[config.mk]
export PLATFORM = sky130hd
export DESIGN_NAME = irq_priority_unit
export DESIGN_NICKNAME = d
export VERILOG_FILES = /design/src/rtl/pic_pkg.sv /design/src/rtl/prio_rotate_encoder.sv /design/src/rtl/irq_priority_unit.sv
export SDC_FILE = /design/constraint.sdc
export NUM_CORES = 1
export LEC_CHECK = 0
export BUFFER_PORTS_ARGS = -buffer_cell sky130_fd_sc_hd__buf_4
export CORE_ASPECT_RATIO = 0.9
export CORE_UTILIZATION = 35
export DETAILED_ROUTE_END_ITERATION = 16
export PLACE_DENSITY_LB_ADDON = 0.15
export SETUP_SLACK_MARGIN = 0.1
export SLEW_MARGIN = 20
export SYNTH_ARGS = -nofsm -noshare
export SYNTH_HDL_FRONTEND = slang
export SYNTH_SLANG_ARGS = --single-unit
[constraint.sdc]
create_clock -name clk -period 3.09 [get_ports clk]
set_input_delay 0.1545 -clock clk [delete_from_list [all_inputs] [get_ports clk]]
set_output_delay 0.1545 -clock clk [all_outputs]
set_load 0.01 [all_outputs]
[src/rtl/pic_pkg.sv]
// Shared types and constants for the PIC priority path: FSM states, level index,
// spurious vector and the fixed request-line count.
package pic_pkg;

  localparam int NUM_IR = 8;

  typedef logic [2:0] level_t;

  typedef enum logic {
    ST_IDLE = 1'b0,
    ST_ACK1 = 1'b1
  } state_t;

  localparam level_t SPURIOUS_ID = 3'd7;

  // Distance from the priority base; 0 is the highest priority.
  function automatic level_t rank(level_t lvl, level_t base);
    return level_t'(lvl - base);
  endfunction

endpackage

[src/rtl/prio_rotate_encoder.sv]
// Rotating priority encoder: returns the set request bit closest (circularly)
// to i_base, with a valid flag when any request bit is set.
module prio_rotate_encoder
  import pic_pkg::*;
(
  input  logic [7:0] i_req,
  input  logic [2:0] i_base,
  output logic       o_valid,
  output logic [2:0] o_idx
);

  always_comb begin
    o_valid = |i_req;
    o_idx   = '0;
    // Walk from lowest to highest priority so the last hit is the winner.
    for (int i = NUM_IR - 1; i >= 0; i--) begin
      if (i_req[level_t'(i_base + 3'(i))]) o_idx = level_t'(i_base + 3'(i));
    end
  end

endmodule

[src/rtl/irq_priority_unit.sv]
// IRR/ISR/priority stage of the PIC: synchronises IR lines, resolves priority,
// runs the two-pulse INTA acknowledge and EOI. Optional macro PRI_ROTATE_EN adds rotation.
module irq_priority_unit
  import pic_pkg::*;
#(
  parameter int SYNC_STAGES = 2
) (
  input  logic       clk,
  input  logic       rst_n,
  input  logic [7:0] ir,
  input  logic       ltim,
  input  logic [7:0] imr,
  input  logic       aeoi,
  input  logic       inta_pulse,
  input  logic       eoi_valid,
  input  logic       eoi_specific,
  input  logic [2:0] eoi_level,
`ifdef PRI_ROTATE_EN
  input  logic       rotate,
`endif
  output logic       int_req,
  output logic [7:0] irr,
  output logic [7:0] isr,
  output logic [2:0] vector_id,
  output logic       ack_busy
);

  logic [7:0] r_sync [SYNC_STAGES];
  logic [7:0] r_ir_prev;
  logic [7:0] r_irr;
  logic [7:0] r_isr;
  level_t     r_vector_id;
  logic       r_int_req;
  logic       r_ack_busy;
  logic       r_spurious;
  state_t     r_state;

  level_t     w_base;
  logic [7:0] w_ir_s;
  logic       w_cand_vld;
  level_t     w_cand;
  logic       w_isr_vld;
  level_t     w_isr_top;
  logic       w_eoi_do;
  level_t     w_eoi_lvl;
  logic [7:0] w_isr_eoi;
  logic       w_cand_ok;
  logic       w_ack;
  logic       w_aeoi_clr;
  logic [7:0] w_cand_mask;
  logic [7:0] w_vid_mask;
  logic [7:0] w_irr_set;
  logic [7:0] w_irr_next;
  logic [7:0] w_isr_next;

  always_ff @(posedge clk or negedge rst_n) begin
    if (!rst_n) begin
      for (int i = 0; i < SYNC_STAGES; i++) r_sync[i] <= '0;
      r_ir_prev <= '0;
    end else begin
      r_sync[0] <= ir;
      for (int i = 1; i < SYNC_STAGES; i++) r_sync[i] <= r_sync[i-1];
      r_ir_prev <= w_ir_s;
    end
  end

  assign w_ir_s = r_sync[SYNC_STAGES-1];

`ifdef PRI_ROTATE_EN
  level_t r_base;
  assign w_base = r_base;
`else
  assign w_base = '0;
`endif

  prio_rotate_encoder u_cand_enc (
    .i_req   (r_irr & ~imr),
    .i_base  (w_base),
    .o_valid (w_cand_vld),
    .o_idx   (w_cand)
  );

  prio_rotate_encoder u_isr_enc (
    .i_req   (r_isr),
    .i_base  (w_base),
    .o_valid (w_isr_vld),
    .o_idx   (w_isr_top)
  );

  // EOI is applied before the acknowledge so a same-cycle INTA sees the cleared ISR.
  always_comb begin
    w_eoi_do  = eoi_valid && w_isr_vld;
    w_eoi_lvl = eoi_specific ? eoi_level : w_isr_top;
    w_isr_eoi = r_isr;
    if (w_eoi_do) w_isr_eoi[w_eoi_lvl] = 1'b0;

    w_cand_ok = w_cand_vld;
    for (int j = 0; j < NUM_IR; j++) begin
      if (w_isr_eoi[j] && (rank(3'(j), w_base) <= rank(w_cand, w_base))) w_cand_ok = 1'b0;
    end

    w_ack       = (r_state == ST_IDLE) && inta_pulse && w_cand_ok;
    w_aeoi_clr  = (r_state == ST_ACK1) && inta_pulse && aeoi && !r_spurious;
    w_cand_mask = 8'b1 << w_cand;
    w_vid_mask  = 8'b1 << r_vector_id;

    w_irr_set  = ltim ? w_ir_s : (r_irr | (w_ir_s & ~r_ir_prev));
    w_irr_next = w_ack ? (w_irr_set & ~w_cand_mask) : w_irr_set;
    w_isr_next = w_ack ? (w_isr_eoi | w_cand_mask) : w_isr_eoi;
    if (w_aeoi_clr) w_isr_next = w_isr_next & ~w_vid_mask;
  end

  always_ff @(posedge clk or negedge rst_n) begin
    if (!rst_n) begin
      r_state     <= ST_IDLE;
      r_irr       <= '0;
      r_isr       <= '0;
      r_vector_id <= '0;
      r_int_req   <= 1'b0;
      r_ack_busy  <= 1'b0;
      r_spurious  <= 1'b0;
    end else begin
      r_irr <= w_irr_next;
      r_isr <= w_isr_next;
      case (r_state)
        ST_IDLE: begin
          if (inta_pulse) begin
            r_state     <= ST_ACK1;
            r_ack_busy  <= 1'b1;
            r_int_req   <= 1'b0;
            r_vector_id <= w_cand_ok ? w_cand : SPURIOUS_ID;
            r_spurious  <= !w_cand_ok;
          end else begin
            r_int_req <= w_cand_ok;
          end
        end
        ST_ACK1: begin
          r_int_req <= 1'b0;
          if (inta_pulse) begin
            r_state    <= ST_IDLE;
            r_ack_busy <= 1'b0;
          end
        end
        default: r_state <= ST_IDLE;
      endcase
    end
  end

`ifdef PRI_ROTATE_EN
  // An AEOI rotation on the second INTA takes precedence over a same-cycle EOI rotation.
  always_ff @(posedge clk or negedge rst_n) begin
    if (!rst_n) begin
      r_base <= '0;
    end else if (w_aeoi_clr && rotate) begin
      r_base <= level_t'(r_vector_id + 3'd1);
    end else if (w_eoi_do && rotate) begin
      r_base <= level_t'(w_eoi_lvl + 3'd1);
    end
  end
`endif

  assign int_req   = r_int_req;
  assign irr       = r_irr;
  assign isr       = r_isr;
  assign vector_id = r_vector_id;
  assign ack_busy  = r_ack_busy;

endmodule

Word level (Yosys, flattened, before mapping)
Cells that the tools add are included.
{"block": "word_totals", "wordCells": 99, "mem_bits_rw": 0, "memories": 0, "reg_bits": 47, "latchBits": 0, "inputBits": 26, "romBits": 0}
{"block": "op_classes", "eq_ne": 2, "div": 0, "n_reduce_logical": 21, "n_lt_le_gt_ge": 10, "shift": 2, "bitwise_logic": 13, "multipliers": 0, "add_sub_neg": 0, "muxes": 41}
{"op": "$mux W3", "n": 18}
{"op": "$and A8 B8 Y8", "n": 5}
{"op": "$mux W8", "n": 5}
{"op": "$not A8 Y8", "n": 5}
{"op": "$or A8 B8 Y8", "n": 2}
{"op": "$reduce_or A8 Y1", "n": 2}
{"op": "$shl A1 B3 Y8 const A", "n": 2}
{"op": "$logic_and A1 B1 Y1", "n": 15}
{"op": "$mux W1", "n": 14}
{"op": "$le A3 B3 Y1 const A", "n": 4}
{"op": "$le A1 B3 Y1 const A", "n": 2}
{"op": "$le A2 B3 Y1 const A", "n": 2}
{"op": "$pmux W1 S2", "n": 3}
{"op": "$lt A3 B4 Y1 const B", "n": 1}
{"op": "$ne A2 B2 Y1 const B", "n": 2}
{"op": "$reduce_and A2 Y1", "n": 2}
{"op": "$demux W1 S3", "n": 1}
{"op": "$ge A3 B1 Y1 const B", "n": 1}
{"op": "$logic_not A1 Y1", "n": 2}
{"op": "$not A1 Y1", "n": 1}

Logic depth before layout (Yosys ltp)
{"block": "logic_depth", "depth_word": 29, "mapped_depth": 9}

Cells and area by module
Synthesis repeated with hierarchy kept, for this count alone.
{"block": "hier_totals", "hier_cells": 366, "area_unflattened_um2": 3741.1}
{"mod": "irq_priority_unit", "n_inst": 1, "cells_each": 196, "area_each_um2": 2157.1, "seq_area_each_um2": 1176.1}
{"mod": "prio_rotate_encoder", "n_inst": 2, "cells_each": 85, "area_each_um2": 792.0, "seq_area_each_um2": 0.0}

Worst setup path before layout
OpenSTA, ideal clock, no wires.
{"block": "synth_path", "path_type": "reg-to-reg", "start": "register r_isr[1] (netlist: isr[1])", "end": "register r_irr[2] (netlist: irr[2])", "synth_period_minus_slack_ps": 2449, "arrival_time_ps": 2322, "t_required_ps": 2964, "n_path_buf": 1, "slack_ps": 641, "path_stages_with_launch": 9, "path_cell_list": "dfrtp_1 -> or4_4 -> a21o_1 -> or3_1 -> a22oi_2 -> and4_4 -> buf_6 -> nand4_1 -> a21boi_2"}
{"block": "synth_between", "elab_chain_cells": 21, "word_cells_on_any_way": 31}
{"item": "from (decl)", "line": "irq_priority_unit.sv:31", "text": "logic [7:0] r_isr;"}
{"item": "from (signal assigned)", "line": "irq_priority_unit.sv:124", "text": "r_isr <= w_isr_next;"}
{"item": "$mux W3 (2 in a row)", "line": "prio_rotate_encoder.sv:17", "text": "if (i_req[level_t'(i_base + 3'(i))]) o_idx = level_t'(i_base + 3'(i));"}
{"item": "$mux W3", "line": "irq_priority_unit.sv:93", "text": "w_eoi_lvl = eoi_specific ? eoi_level : w_isr_top;"}
{"item": "$lt A3 B4 Y1 (implied by the code) / $ge A3 B1 Y1 (equally long branches)", "line": "irq_priority_unit.sv:95", "text": "if (w_eoi_do) w_isr_eoi[w_eoi_lvl] = 1'b0;"}
{"item": "$logic_and A1 B1 Y1 (implied by the code)", "line": "irq_priority_unit.sv:95"}
{"item": "$mux W1 (implied by the code)", "line": "irq_priority_unit.sv:95"}
{"item": "$demux W1 S3", "line": "irq_priority_unit.sv:95"}
{"item": "$not A8 Y8 (no line)"}
{"item": "$and A8 B8 Y8 (no line)"}
{"item": "$mux W8 (*)", "line": "irq_priority_unit.sv:95"}
{"item": "$logic_and A1 B1 Y1", "line": "irq_priority_unit.sv:99", "text": "if (w_isr_eoi[j] && (rank(3'(j), w_base) <= rank(w_cand, w_base))) w_cand_ok = 1'b0;"}
{"item": "$mux W1 (7 in a row)", "line": "irq_priority_unit.sv:99"}
{"item": "$mux W1 (*)", "line": "irq_priority_unit.sv:99"}
{"item": "$logic_and A1 B1 Y1 (*)", "line": "irq_priority_unit.sv:102", "text": "w_ack = (r_state == ST_IDLE) && inta_pulse && w_cand_ok;"}
{"item": "$mux W8 (*)", "line": "irq_priority_unit.sv:108", "text": "w_irr_next = w_ack ? (w_irr_set & ~w_cand_mask) : w_irr_set;"}
{"item": "net w_irr_next[2]", "line": "irq_priority_unit.sv:53", "text": "logic [7:0] w_irr_next;"}
{"item": "to (signal assigned)", "line": "irq_priority_unit.sv:123", "text": "r_irr <= w_irr_next;"}
{"item": "to (decl)", "line": "irq_priority_unit.sv:30", "text": "logic [7:0] r_irr;"}
Mark *: on every way through the listed nets, which the timed path passes. The rest lies on a longest branch.
A chain may end at the register's enable or synchronous reset.

Worst setup path in the final report
{"block": "layout_path", "start": "register r_isr[4] (netlist: isr[4])", "end": "register r_irr[3] (netlist: irr[3])"}
{"block": "layout_between", "elab_chain_cells": 24, "word_cells_on_any_way": 34}
{"item": "$mux W3 (5 in a row)", "line": "prio_rotate_encoder.sv:17"}
{"item": "$mux W3", "line": "irq_priority_unit.sv:93"}
{"item": "$lt A3 B4 Y1 (implied by the code) / $ge A3 B1 Y1 (equally long branches)", "line": "irq_priority_unit.sv:95"}
{"item": "$logic_and A1 B1 Y1 (implied by the code)", "line": "irq_priority_unit.sv:95"}
{"item": "$mux W1 (implied by the code)", "line": "irq_priority_unit.sv:95"}
{"item": "$demux W1 S3", "line": "irq_priority_unit.sv:95"}
{"item": "$not A8 Y8 (no line)"}
{"item": "$and A8 B8 Y8 (no line)"}
{"item": "$mux W8 (*)", "line": "irq_priority_unit.sv:95"}
{"item": "$logic_and A1 B1 Y1", "line": "irq_priority_unit.sv:99"}
{"item": "$mux W1 (7 in a row)", "line": "irq_priority_unit.sv:99"}
{"item": "$mux W1 (*)", "line": "irq_priority_unit.sv:99"}
{"item": "$logic_and A1 B1 Y1 (*)", "line": "irq_priority_unit.sv:102"}
{"item": "$mux W8 (*)", "line": "irq_priority_unit.sv:108"}
{"item": "net w_irr_next[3]", "line": "irq_priority_unit.sv:53"}
Marked as above.

==> results.sh <==
export IMPL_status="finished clean"
export IMPL_routed_via_density=5.72
export IMPL_drt_initial_drc_count=191
export IMPL_syn_to_final_growth_pct=28.3
export IMPL_ant_nets=0
export IMPL_worst_pin_slew_ps=627
export IMPL_die_area_um2=6580
export IMPL_critical_path_class="register to register"
export IMPL_yosysSeqAreaShare=0.537
export IMPL_vias=1989
export IMPL_routedWlPerCell_um=15.8
export IMPL_die_h_um=77.0
export IMPL_synth_avg_cell_area_um2=10.2
export IMPL_max_slew_margin_rel=0.581
export IMPL_synth_cells=215
export IMPL_synth_top_cell_area_share=0.537
export IMPL_overflow=0
export IMPL_routed_wl_um=5490
export IMPL_cts_setup_buffers=0
export IMPL_setup_viol=0
export IMPL_grt_max_degree=48
export IMPL_ys_flop_type="dfrtp_1"
export IMPL_io_buffers=46
export IMPL_rr_endpoint="irr[3]"
export IMPL_required_ps=3320
export IMPL_crit_end="irr[3]"
export IMPL_synth_area_um2=2190
export IMPL_r2r_cells=8
export IMPL_die_width_um=85.4
export IMPL_hold_viol_final=0
export IMPL_async_flop_share=1.00
export IMPL_final_util=0.480
export IMPL_synth_nets=245
export IMPL_finalNetCount=307
export IMPL_drc=0
export IMPL_antenna_found_initial=0
export IMPL_hold_buffers=9
export IMPL_drv_cap=0
export IMPL_dr_pass1_iters=5
export IMPL_postCtsResizedCells=0
export IMPL_drive_gt1_frac=0.216
export IMPL_clockBufferDepth=2
export IMPL_hold_path_class="input pin to register"
export IMPL_ys_types=41
export IMPL_io_pins=47
export IMPL_end_kind="register"
export IMPL_place_gp_congestion=0.865
export IMPL_synth_warnings=0
export IMPL_regToRegSetupSlack_ps=380
export IMPL_min_period_over_period=0.876
export IMPL_synth_edf_count=0
export IMPL_clkLatencyLatePin_ps=300
export IMPL_start_util=0.374
export IMPL_cts_tree="done"
export IMPL_place_hpwl_um=4010
export IMPL_startpoint_type="register"
export IMPL_leakagePower_nw=1.27
export IMPL_num_rows=26
export IMPL_n_antenna_cell=0
export IMPL_power_density_nw_per_um2=765
export IMPL_max_freq_mhz=370
export IMPL_cp_startpoint="isr[4]"
export IMPL_root_buffer="clkbuf_8"
export IMPL_clkSlewWorstSetupHoldPaths_ps=100
export IMPL_cts_sinks=47
export IMPL_finalClockSkew_ps=5.54
export IMPL_placeableCoreArea_um2=5860
export IMPL_rsz0062_at_grt="false"
export IMPL_final_max_slew_viol_count=0
export IMPL_finalPower_mw=2.15
export IMPL_synth_seq_cells=47
export IMPL_synth_area_top_cells="dfrtp_1 (54%), a21oi_1 (4.1%), nand2_1 (3.3%)"
export IMPL_grt_pass1_wl_um=9250
export IMPL_reg2reg_from="isr[4]"
export IMPL_synth_area_leader_cell="dfrtp_1"
export IMPL_htree_levels=2
export IMPL_grt_pass1_vias=1939
export IMPL_worst_path_max_fanout=13
export IMPL_cts_inserted_buffers=5
export IMPL_setup_tns_ps=0
export IMPL_peakVddDrop_mv=0.354
export IMPL_grt_usage=0.178
export IMPL_arrival_ps=2930
export IMPL_period_needed_ps=2710
==> where the power goes <==
group | internal (mW) | total (mW) | switching (mW)
combinational | 0.381 | 0.861 | 0.480
sequential | 0.734 | 0.887 | 0.153
clock | 0.168 | 0.400 | 0.232
==> synthesized netlist by cell type, types with 6 or more instances <==
| master | instances |
|---|---|
| nor2_1 | 18 |
| a21boi_0 | 6 |
| and2_1 | 7 |
| a21oi_1 | 18 |
| inv_1 | 11 |
| nand2_1 | 19 |
| nand2b_1 | 7 |
| o21ai_0 | 11 |
| o211ai_1 | 6 |
| dfrtp_1 | 47 |
==> routing by layer <==
metal / part of all wire / global-route usage / vias up
li1: - / - / 921
met1: 0.46 / 0.247 / 954
met2: 0.46 / 0.281 / 108
met3: 0.072 / 0.0420 / 6
met4: 0.0080 / 0.0450 / 0
met5: 0 / 0 / -
==> flip-flops by register name, indices dropped and copies added, names as in the netlist <==
signal	count
ack_busy	1
int_req	1
irr	8
isr	8
r_ir_prev	8
r_spurious	1
r_state	1
r_sync	8
vector_id	3
w_ir_s	8
==> through the flow <==
stage,hold WS [ps],std cells,setup slack (ps),area (µm²)
after floorplan,-141,215,641,2190
after global placement,204,331,553,2620
after detailed placement,207,331,458,2620
after CTS,20.5,348,431,2810
after global routing,34.3,348,263,2810
final,29.3,348,384,2810
==> cell type report <==
class,count,area [µm²]
Fill cell,574,3050
Sequential cell,47,1180
Multi-Input combinational cell,155,957
Timing Repair Buffer,57,450
Tap cell,70,87.6
Clock buffer,5,68.8
Inverter,11,41.3
Clock inverter,3,27.5
==> worst max-delay path, stage by stage, from the launching register on <==
cell and delay, ps:
dfrtp_1 460, or4_1 570, a21o_1 220, and3_1 200
a31oi_1 280, and4b_1 240, and4_4 240, and2_1 200
a32oi_1 200
==> layout by cell type, fill, tap and decap left out, types with 4 or more instances in the layout <==
cell type      synthesis  routed
nand2_1               19      19
dlygate4sd3_1          0       9
o21ai_0               11      11
a21boi_0               6       6
nand2b_1               7       7
o31ai_1                5       5
a21oi_1               18      18
nor2b_1                5       5
ha_1                   4       4
inv_1                 11      11
and2_1                 7       7
a32oi_1                5       5
a31oi_1                5       5
dfrtp_1               47      47
nor2_1                18      18
buf_4                  0      48
clkbuf_8               0       5
o211ai_1               6       6
==> cell families after synthesis <==
kind of cell,count (synthesis),synth area share
AOI/OAI and AO/OA,76,0.238
and+or+nand+nor,75,0.176
buffers and inverters,13,0.0257
adders and majority gates,4,0.0229
DFF,47,0.537
==> worst min path at each step <==
stage                          start          to  slack (ps)  cells after the start
after floorplan                rst_n    ack_busy        -140                      0
after global placement         rst_n  r_sync[14]         200                      1
after detailed placement       rst_n  r_sync[14]         210                      1
after CTS                 inta_pulse     int_req          20                      2
after global routing      inta_pulse     int_req          30                      2
final                     inta_pulse     int_req          30                      2
No activity file was read; power rests on OpenSTA's default activity.
